## src/rtl/seg_capture_pkg.sv

```systemverilog
// Shared constants for the seven-segment capture block: digit patterns,
// anode slot codes, capture FSM states and an anode-to-slot helper.
package seg_capture_pkg;

  // Active-low segment patterns, bit 6 = g ... bit 0 = a.
  localparam logic [6:0] PAT_0 = 7'b1000000;
  localparam logic [6:0] PAT_1 = 7'b1111001;
  localparam logic [6:0] PAT_2 = 7'b0100100;
  localparam logic [6:0] PAT_3 = 7'b0110000;
  localparam logic [6:0] PAT_4 = 7'b0011001;
  localparam logic [6:0] PAT_5 = 7'b0010010;
  localparam logic [6:0] PAT_6 = 7'b0000010;
  localparam logic [6:0] PAT_7 = 7'b1111000;
  localparam logic [6:0] PAT_8 = 7'b0000000;
  localparam logic [6:0] PAT_9 = 7'b0010000;

  localparam logic [3:0] AN_HUNDREDS = 4'b0111;
  localparam logic [3:0] AN_TENS     = 4'b1011;
  localparam logic [3:0] AN_ONES     = 4'b1101;
  localparam logic [3:0] AN_BLANK    = 4'b1111;

  typedef enum logic [1:0] {
    WAIT_H,
    WAIT_T,
    WAIT_O
  } state_t;

  typedef enum logic [1:0] {
    SLOT_NONE,
    SLOT_H,
    SLOT_T,
    SLOT_O
  } slot_t;

  function automatic slot_t slot_of(input logic [3:0] an);
    case (an)
      AN_HUNDREDS: return SLOT_H;
      AN_TENS:     return SLOT_T;
      AN_ONES:     return SLOT_O;
      default:     return SLOT_NONE;
    endcase
  endfunction

endpackage

```

## src/rtl/seg_pattern_decode.sv

```systemverilog
// Combinational decode of an active-low seven-segment pattern to a BCD digit;
// anything that is not a clean 0-9 glyph is flagged invalid.
module seg_pattern_decode
  import seg_capture_pkg::*;
(
  input  logic [6:0] seg,
  output logic [3:0] digit,
  output logic       invalid
);

  always_comb begin
    // NOTE: defaults first so every path assigns both outputs and no latch is inferred.
    digit   = 4'd0;
    invalid = 1'b0;
    case (seg)
      PAT_0:   digit = 4'd0;
      PAT_1:   digit = 4'd1;
      PAT_2:   digit = 4'd2;
      PAT_3:   digit = 4'd3;
      PAT_4:   digit = 4'd4;
      PAT_5:   digit = 4'd5;
      PAT_6:   digit = 4'd6;
      PAT_7:   digit = 4'd7;
      PAT_8:   digit = 4'd8;
      PAT_9:   digit = 4'd9;
      default: invalid = 1'b1;
    endcase
  end

endmodule

```

## src/rtl/seven_segment_capture.sv

```systemverilog
// Recovers a 0-255 value from a scanned 3-digit display (hundreds/tens/ones).
// Optional partial-frame timeout is built only when SEG_CAPTURE_TIMEOUT_EN is defined.
module seven_segment_capture
  import seg_capture_pkg::*;
#(
  parameter int unsigned STABLE_CYCLES  = 16,
  parameter int unsigned TIMEOUT_CYCLES = 1048576
) (
  input  logic       CLOCK,
  input  logic       RESETN,
  input  logic [3:0] an,
  input  logic [6:0] seg,
  output logic [7:0] number,
  output logic       number_valid,
  input  logic       number_ready,
  output logic       decode_err,
  output logic       range_err,
  output logic       overrun
);

  localparam logic [7:0] STABLE_MAX = 8'(STABLE_CYCLES);

  logic [3:0] an_meta, an_sync, an_last;
  logic [6:0] seg_meta, seg_sync, seg_last;
  logic [7:0] stab_cnt, stab_next;
  slot_t      slot;
  logic       accept;

  logic [3:0] digit;
  logic       invalid;
  logic [3:0] hund_q, tens_q;
  logic [9:0] frame_sum;
  state_t     state;
  logic       timeout_hit;

  // Synchronizers idle at all ones, which reads as a blanked display.
  always_ff @(posedge CLOCK) begin
    if (!RESETN) begin
      an_meta  <= '1;
      an_sync  <= '1;
      seg_meta <= '1;
      seg_sync <= '1;
    end else begin
      // NOTE: non-blocking so both flop stages sample the pre-edge values.
      an_meta  <= an;
      an_sync  <= an_meta;
      seg_meta <= seg;
      seg_sync <= seg_meta;
    end
  end

  // stab_cnt holds how many consecutive samples the current pair has matched,
  // saturating at STABLE_CYCLES so a held pair is accepted exactly once.
  always_comb begin
    slot = slot_of(an_sync);
    if (slot == SLOT_NONE)
      stab_next = 8'd0;
    else if (an_sync != an_last || seg_sync != seg_last)
      stab_next = 8'd1;
    else if (stab_cnt == STABLE_MAX)
      stab_next = stab_cnt;
    else
      stab_next = stab_cnt + 8'd1;
    accept = (stab_next == STABLE_MAX) && (stab_cnt != STABLE_MAX);
  end

  always_ff @(posedge CLOCK) begin
    if (!RESETN) begin
      an_last  <= '1;
      seg_last <= '1;
      stab_cnt <= 8'd0;
    end else begin
      an_last  <= an_sync;
      seg_last <= seg_sync;
      stab_cnt <= stab_next;
    end
  end

  seg_pattern_decode u_decode (
    .seg     (seg_sync),
    .digit   (digit),
    .invalid (invalid)
  );

  assign frame_sum = 10'(hund_q) * 10'd100 + 10'(tens_q) * 10'd10 + 10'(digit);

`ifdef SEG_CAPTURE_TIMEOUT_EN
  localparam int unsigned TO_W = $clog2(TIMEOUT_CYCLES + 1);
  logic [TO_W-1:0] to_cnt;

  assign timeout_hit = (state != WAIT_H) && (to_cnt == TO_W'(TIMEOUT_CYCLES - 1));

  always_ff @(posedge CLOCK) begin
    if (!RESETN)
      to_cnt <= '0;
    else if (accept || state == WAIT_H || timeout_hit)
      to_cnt <= '0;
    else
      to_cnt <= to_cnt + 1'b1;
  end
`else
  // Never true for a legal TIMEOUT_CYCLES; partial frames wait forever.
  assign timeout_hit = (TIMEOUT_CYCLES == 0);
`endif

  always_ff @(posedge CLOCK) begin
    if (!RESETN) begin
      // NOTE: every register reloads on reset, so a reset mid-frame drops latched digits.
      state        <= WAIT_H;
      hund_q       <= 4'd0;
      tens_q       <= 4'd0;
      number       <= 8'd0;
      number_valid <= 1'b0;
      decode_err   <= 1'b0;
      range_err    <= 1'b0;
      overrun      <= 1'b0;
    end else begin
      decode_err <= 1'b0;
      range_err  <= 1'b0;
      if (number_valid && number_ready)
        number_valid <= 1'b0;

      if (accept) begin
        if (invalid) begin
          decode_err <= 1'b1;
          state      <= WAIT_H;
        end else begin
          case (slot)
            SLOT_H: begin
              hund_q <= digit;
              state  <= WAIT_T;
            end
            SLOT_T: begin
              if (state == WAIT_T) begin
                tens_q <= digit;
                state  <= WAIT_O;
              end else begin
                state <= WAIT_H;
              end
            end
            SLOT_O: begin
              state <= WAIT_H;
              if (state == WAIT_O) begin
                if (frame_sum > 10'd255)
                  range_err <= 1'b1;
                else if (number_valid && !number_ready)
                  overrun <= 1'b1;
                else begin
                  // A load during a handshake keeps valid high for the new frame.
                  number       <= frame_sum[7:0];
                  number_valid <= 1'b1;
                end
              end
            end
            default: state <= state;
          endcase
        end
      end else if (timeout_hit) begin
        state  <= WAIT_H;
        hund_q <= 4'd0;
        tens_q <= 4'd0;
      end
    end
  end

endmodule

```

## config.mk

```make
export PLATFORM = sky130hd
export DESIGN_NAME = seven_segment_capture
export DESIGN_NICKNAME = d
export VERILOG_FILES = /design/src/rtl/seg_capture_pkg.sv /design/src/rtl/seg_pattern_decode.sv /design/src/rtl/seven_segment_capture.sv
export SDC_FILE = /design/constraint.sdc
export NUM_CORES = 1
export LEC_CHECK = 0
export ABC_AREA = 1
export CORE_MARGIN = 5
export CORE_UTILIZATION = 35
export CTS_CLUSTER_SIZE = 14
export DETAILED_ROUTE_END_ITERATION = 7
export GPL_TIMING_DRIVEN = 0
export PLACE_DENSITY = 0.52
export SYNTH_ARGS = -nofsm -noshare
export SYNTH_HDL_FRONTEND = slang
export SYNTH_SLANG_ARGS = --single-unit
```

## constraint.sdc

```tcl
create_clock -name CLOCK -period 3.3 [get_ports CLOCK]
set_input_delay 0.66 -clock CLOCK [delete_from_list [all_inputs] [get_ports CLOCK]]
set_output_delay 0.66 -clock CLOCK [all_outputs]
set_load 0.1 [all_outputs]
```

==> impl_results.md <==
- Overall Power: 1.78 mW
- Number of diodes: 0
- Fraction of synthesis flops using an asynchronous set or reset pin: 0%
- Antenna violation net count after detailed routing: 0
- Overflow left after global routing: 0
- Switching Power: 0.379 mW
- Crit path top cell by count: sky130_fd_sc_hd__ha_4
- Register area share after synthesis: 37.4%
- Internal power: 1.40 mW
- Post-route non-filler standard cell count: 628
- Register-to-register path setup slack: 110 ps
- Routed len/inst: 10.8 µm
- Hold-fix buffers, CTS: 0
- MaxCap Viol Count: 0
- Post-layout instance area: 0.00439 mm²
- Lkg Pwr: 2.14 nW
- Detailed-route via count: 2738
- Fraction of layout cells with a size suffix above 1: 25.5%
- Most common cell in the synthesized netlist: sky130_fd_sc_hd__nand2_1
- Kind of start point of the critical path: flop
- Count of nets after finishing: 538
- Critical-path top delay cell: sky130_fd_sc_hd__dfxtp_4
- Die boundary width: 108 µm
- CP max stage delay: 360 ps
- Die Outline Area: 0.0117 mm²
- Max Slew Vio Count: 0
- Clock network fraction of design power: 50.4%
- Combinational group share of total power: 5.4%
- Max_slew headroom: 34.6%
- Total wirelength of the detailed-routed design: 6800 µm
- Total negative slack: 0 ps
- Worst Skew: 10.1 ps
- Setup ws final: 108 ps
- Wire length of the first global-routing pass: 11500 µm
- Final HPWL DP: 5000 µm
- Worst Hold Path Cells: 1
- Buffers from clock root to sink, at most: 2
- Drt pass-1 iters: 6
- Yosys reg bits: 63
- Worst Hold Class: reg -> reg
- Number of endpoints failing setup at the final stage: 0
- Cell type with the highest aggregate area in the netlist: sky130_fd_sc_hd__dfxtp_1
- Skew-Pair Late Insertion Delay: 340 ps
- Total standard cell area after synthesis: 0.00338 mm²
- Highest Clock Rate: 0.313 GHz
- Worst hold path startpoint: seg_meta[4]
- Detailed-route DRC error count: 0
- Clock tree from TritonCTS: yes
- Number of top-level pins: 26
- Vias per std cell: 4.36
- CP Data Required Time: 3590 ps
- Category of the worst setup path capture point: flop
- Final Hold Fails: 0
- Critical path cell sequence: ha_4 > ha_4 > fa_2 > xor2_1 > ha_1 > ha_4 > a21o_1 > a31oi_1 > nand2_1 > or2_4 > nand2_4 > nand2_4 > inv_4 > nand4_4 > buf_6 > nand2_2 > nand2_1 > nor2_1
- Final-layout fill cell count: 940
- Worst hold margin: 414 ps
- Level count of the clock H-tree: 3
- GR Util All Layers: 12.4%
- Power Dens Cells: 405 mW/mm²
- Total clock buffers created by CTS: 9
- Main area contributors after synthesis: sky130_fd_sc_hd__dfxtp_1 37%, sky130_fd_sc_hd__nand2_1 11%, sky130_fd_sc_hd__ha_1 9.3%
- Sink count of the clock tree: 63
- Area grow syn2layout: 30.0%
- Top cell type's share of synthesized area: 37.4%
- Pin slew with the least headroom to its limit: 978 ps
- Number of warnings issued by yosys: 0
- Via count of the first global-routing pass: 2702
- Starting density of the core: 36.2%
- Die extent in y: 108 µm
- Highest net fanout along the worst path: 8
- Sequential cell fraction of total power: 44.2%
- End of the worst hold path: seg_sync[4]
- Area of the core region: 0.00933 mm²
- Outcome: complete, no violations
- Switch share: 21.3%
- Worst slack at placement: -209 ps
- Count of flip-flops with a built-in enable after synthesis: 0
- Pin count of the biggest net entering global routing: 13
- Worst-path clk slew: 80 ps
- Syn nets: 487
- Part of the cycle the worst path needs: 96.7%
- Netlist cell types: 33
- Port Buffers: 25
- Average instance area after synthesis: 7.62 µm²
- Peak ir drop on the vdd network: 0.000252 V
- Initial antenna violation count: 0
- Final min period: 3190 ps
- Number of standard cells after synthesis: 443
- Dominant synthesized flop cell: sky130_fd_sc_hd__dfxtp_1
- Cells on worst reg2reg path: 18
- # rows: 35
- Startpoint-to-endpoint class of the critical path: reg -> reg
- Placed Instance Area: 0.00380 mm²
- End of the worst register-to-register path: number[6]
- Worst r2r src: tens_q[1]
- Final weighted congestion in routability-driven placement: 0.871
- Setup repair after global routing missed its margin: true
- Data arrival time of the critical path: 3480 ps
- Clk root buf: sky130_fd_sc_hd__clkbuf_8
- Most frequent cells after synthesis: 100 x sky130_fd_sc_hd__nand2_1, 65 x sky130_fd_sc_hd__inv_1, 63 x sky130_fd_sc_hd__dfxtp_1
- Placed Cells: 597
- Core utilization of the finished layout: 47.1%
- Number of design-rule violations left by the first detailed-router iteration: 73
-- state kept, by name, indices dropped and copies added, names as in the netlist, 2 cells and up --
signal	cells
an_last	4
an_meta	4
an_sync	4
hund_q	4
number	8
seg_last	7
seg_meta	7
seg_sync	7
stab_cnt	8
state	2
tens_q	4
-- routing by layer --
metal / track usage (%) / up-vias / part of all wire [%]
met2: 21.2 / 29 / 48
met4: 4.33 / 0 / 1.6
met3: 3.64 / 10 / 2.9
met1: 14.9 / 1235 / 47
met5: 0 / - / 0
li1: - / 1464 / -
-- logic make-up after synthesis --
kind of cell,Yosys count,synth area share (%)
adder cells (fa/ha/maj),30,12.2
flip-flops,63,37.4
XOR/XNOR,19,4.93
AO/OA/AOI/OAI,18,3.15
AND/OR/NAND/NOR,236,33.2
buffers and inverters,77,9.08
-- worst max path at each step --
stage                      startpoint        end  slack [ps]  depth (start not counted)
final                       tens_q[1]  number[6]         110                         18
after global routing      seg_sync[0]  number[6]        -110                         19
after CTS                   tens_q[2]  number[1]          20                         17
after detailed placement  seg_sync[3]  number[4]        -210                         19
after global placement    seg_sync[3]  number[4]        -220                         19
after floorplan             tens_q[3]  number[0]          50                         17
-- layout make-up --
cell class              instances  area, µm²  share of cell area, %
repair buffers                 40        367                   8.35
clock inverters                 7        145                   3.31
plain buffers                   7       43.8                  0.998
multi-input cells             303       2000                   45.6
inverters                      70        265                   6.04
flip-flops and latches         63       1280                   29.2
well taps                     129        161                   3.68
clock buffers                   9        124                   2.82
-- power groups by stage --
| stage | Combinational [mW] | Clock, mW | Sequential, mW |
|---|---|---|---|
| CTS | 0.0935 | 0.917 | 0.787 |
| detailed placement | 0.0932 | 0 | 0.805 |
| finish | 0.0954 | 0.895 | 0.786 |
| floorplan | 0.0626 | 0 | 0.802 |
| global placement | 0.0911 | 0 | 0.805 |
| global route | 0.108 | 0.951 | 0.788 |
-- cell usage in the layout, fill, tap and decap left out, types with 8 or more instances in the layout --
cell,instances
sky130_fd_sc_hd__nand2_1,96
sky130_fd_sc_hd__clkdlybuf4s50_1,25
sky130_fd_sc_hd__buf_4,14
sky130_fd_sc_hd__nand3_1,14
sky130_fd_sc_hd__inv_2,9
sky130_fd_sc_hd__ha_1,18
sky130_fd_sc_hd__nor2_1,49
sky130_fd_sc_hd__dfxtp_1,53
sky130_fd_sc_hd__nand2_2,11
sky130_fd_sc_hd__xor2_1,15
sky130_fd_sc_hd__inv_1,60
sky130_fd_sc_hd__clkbuf_8,10
sky130_fd_sc_hd__nand3_2,8
sky130_fd_sc_hd__or2_2,22
-- timing repair --
action	CTS	global route
setup endpoints to repair	8	10
gates cloned	1	0
pin swaps	5	18
buffers inserted	3	11
gates resized for setup	20	40
-- critical path, delay by kind of cell (launching register included) --
kind,cells,cell delay (ps)
buffers and inverters,2,250
adders and majority gates,5,1300
DFF,1,360
and+or+nand+nor,8,760
xor gates and xnor gates,1,150
AOI/OAI and AO/OA,2,310
(Power assumes the default switching activity.)
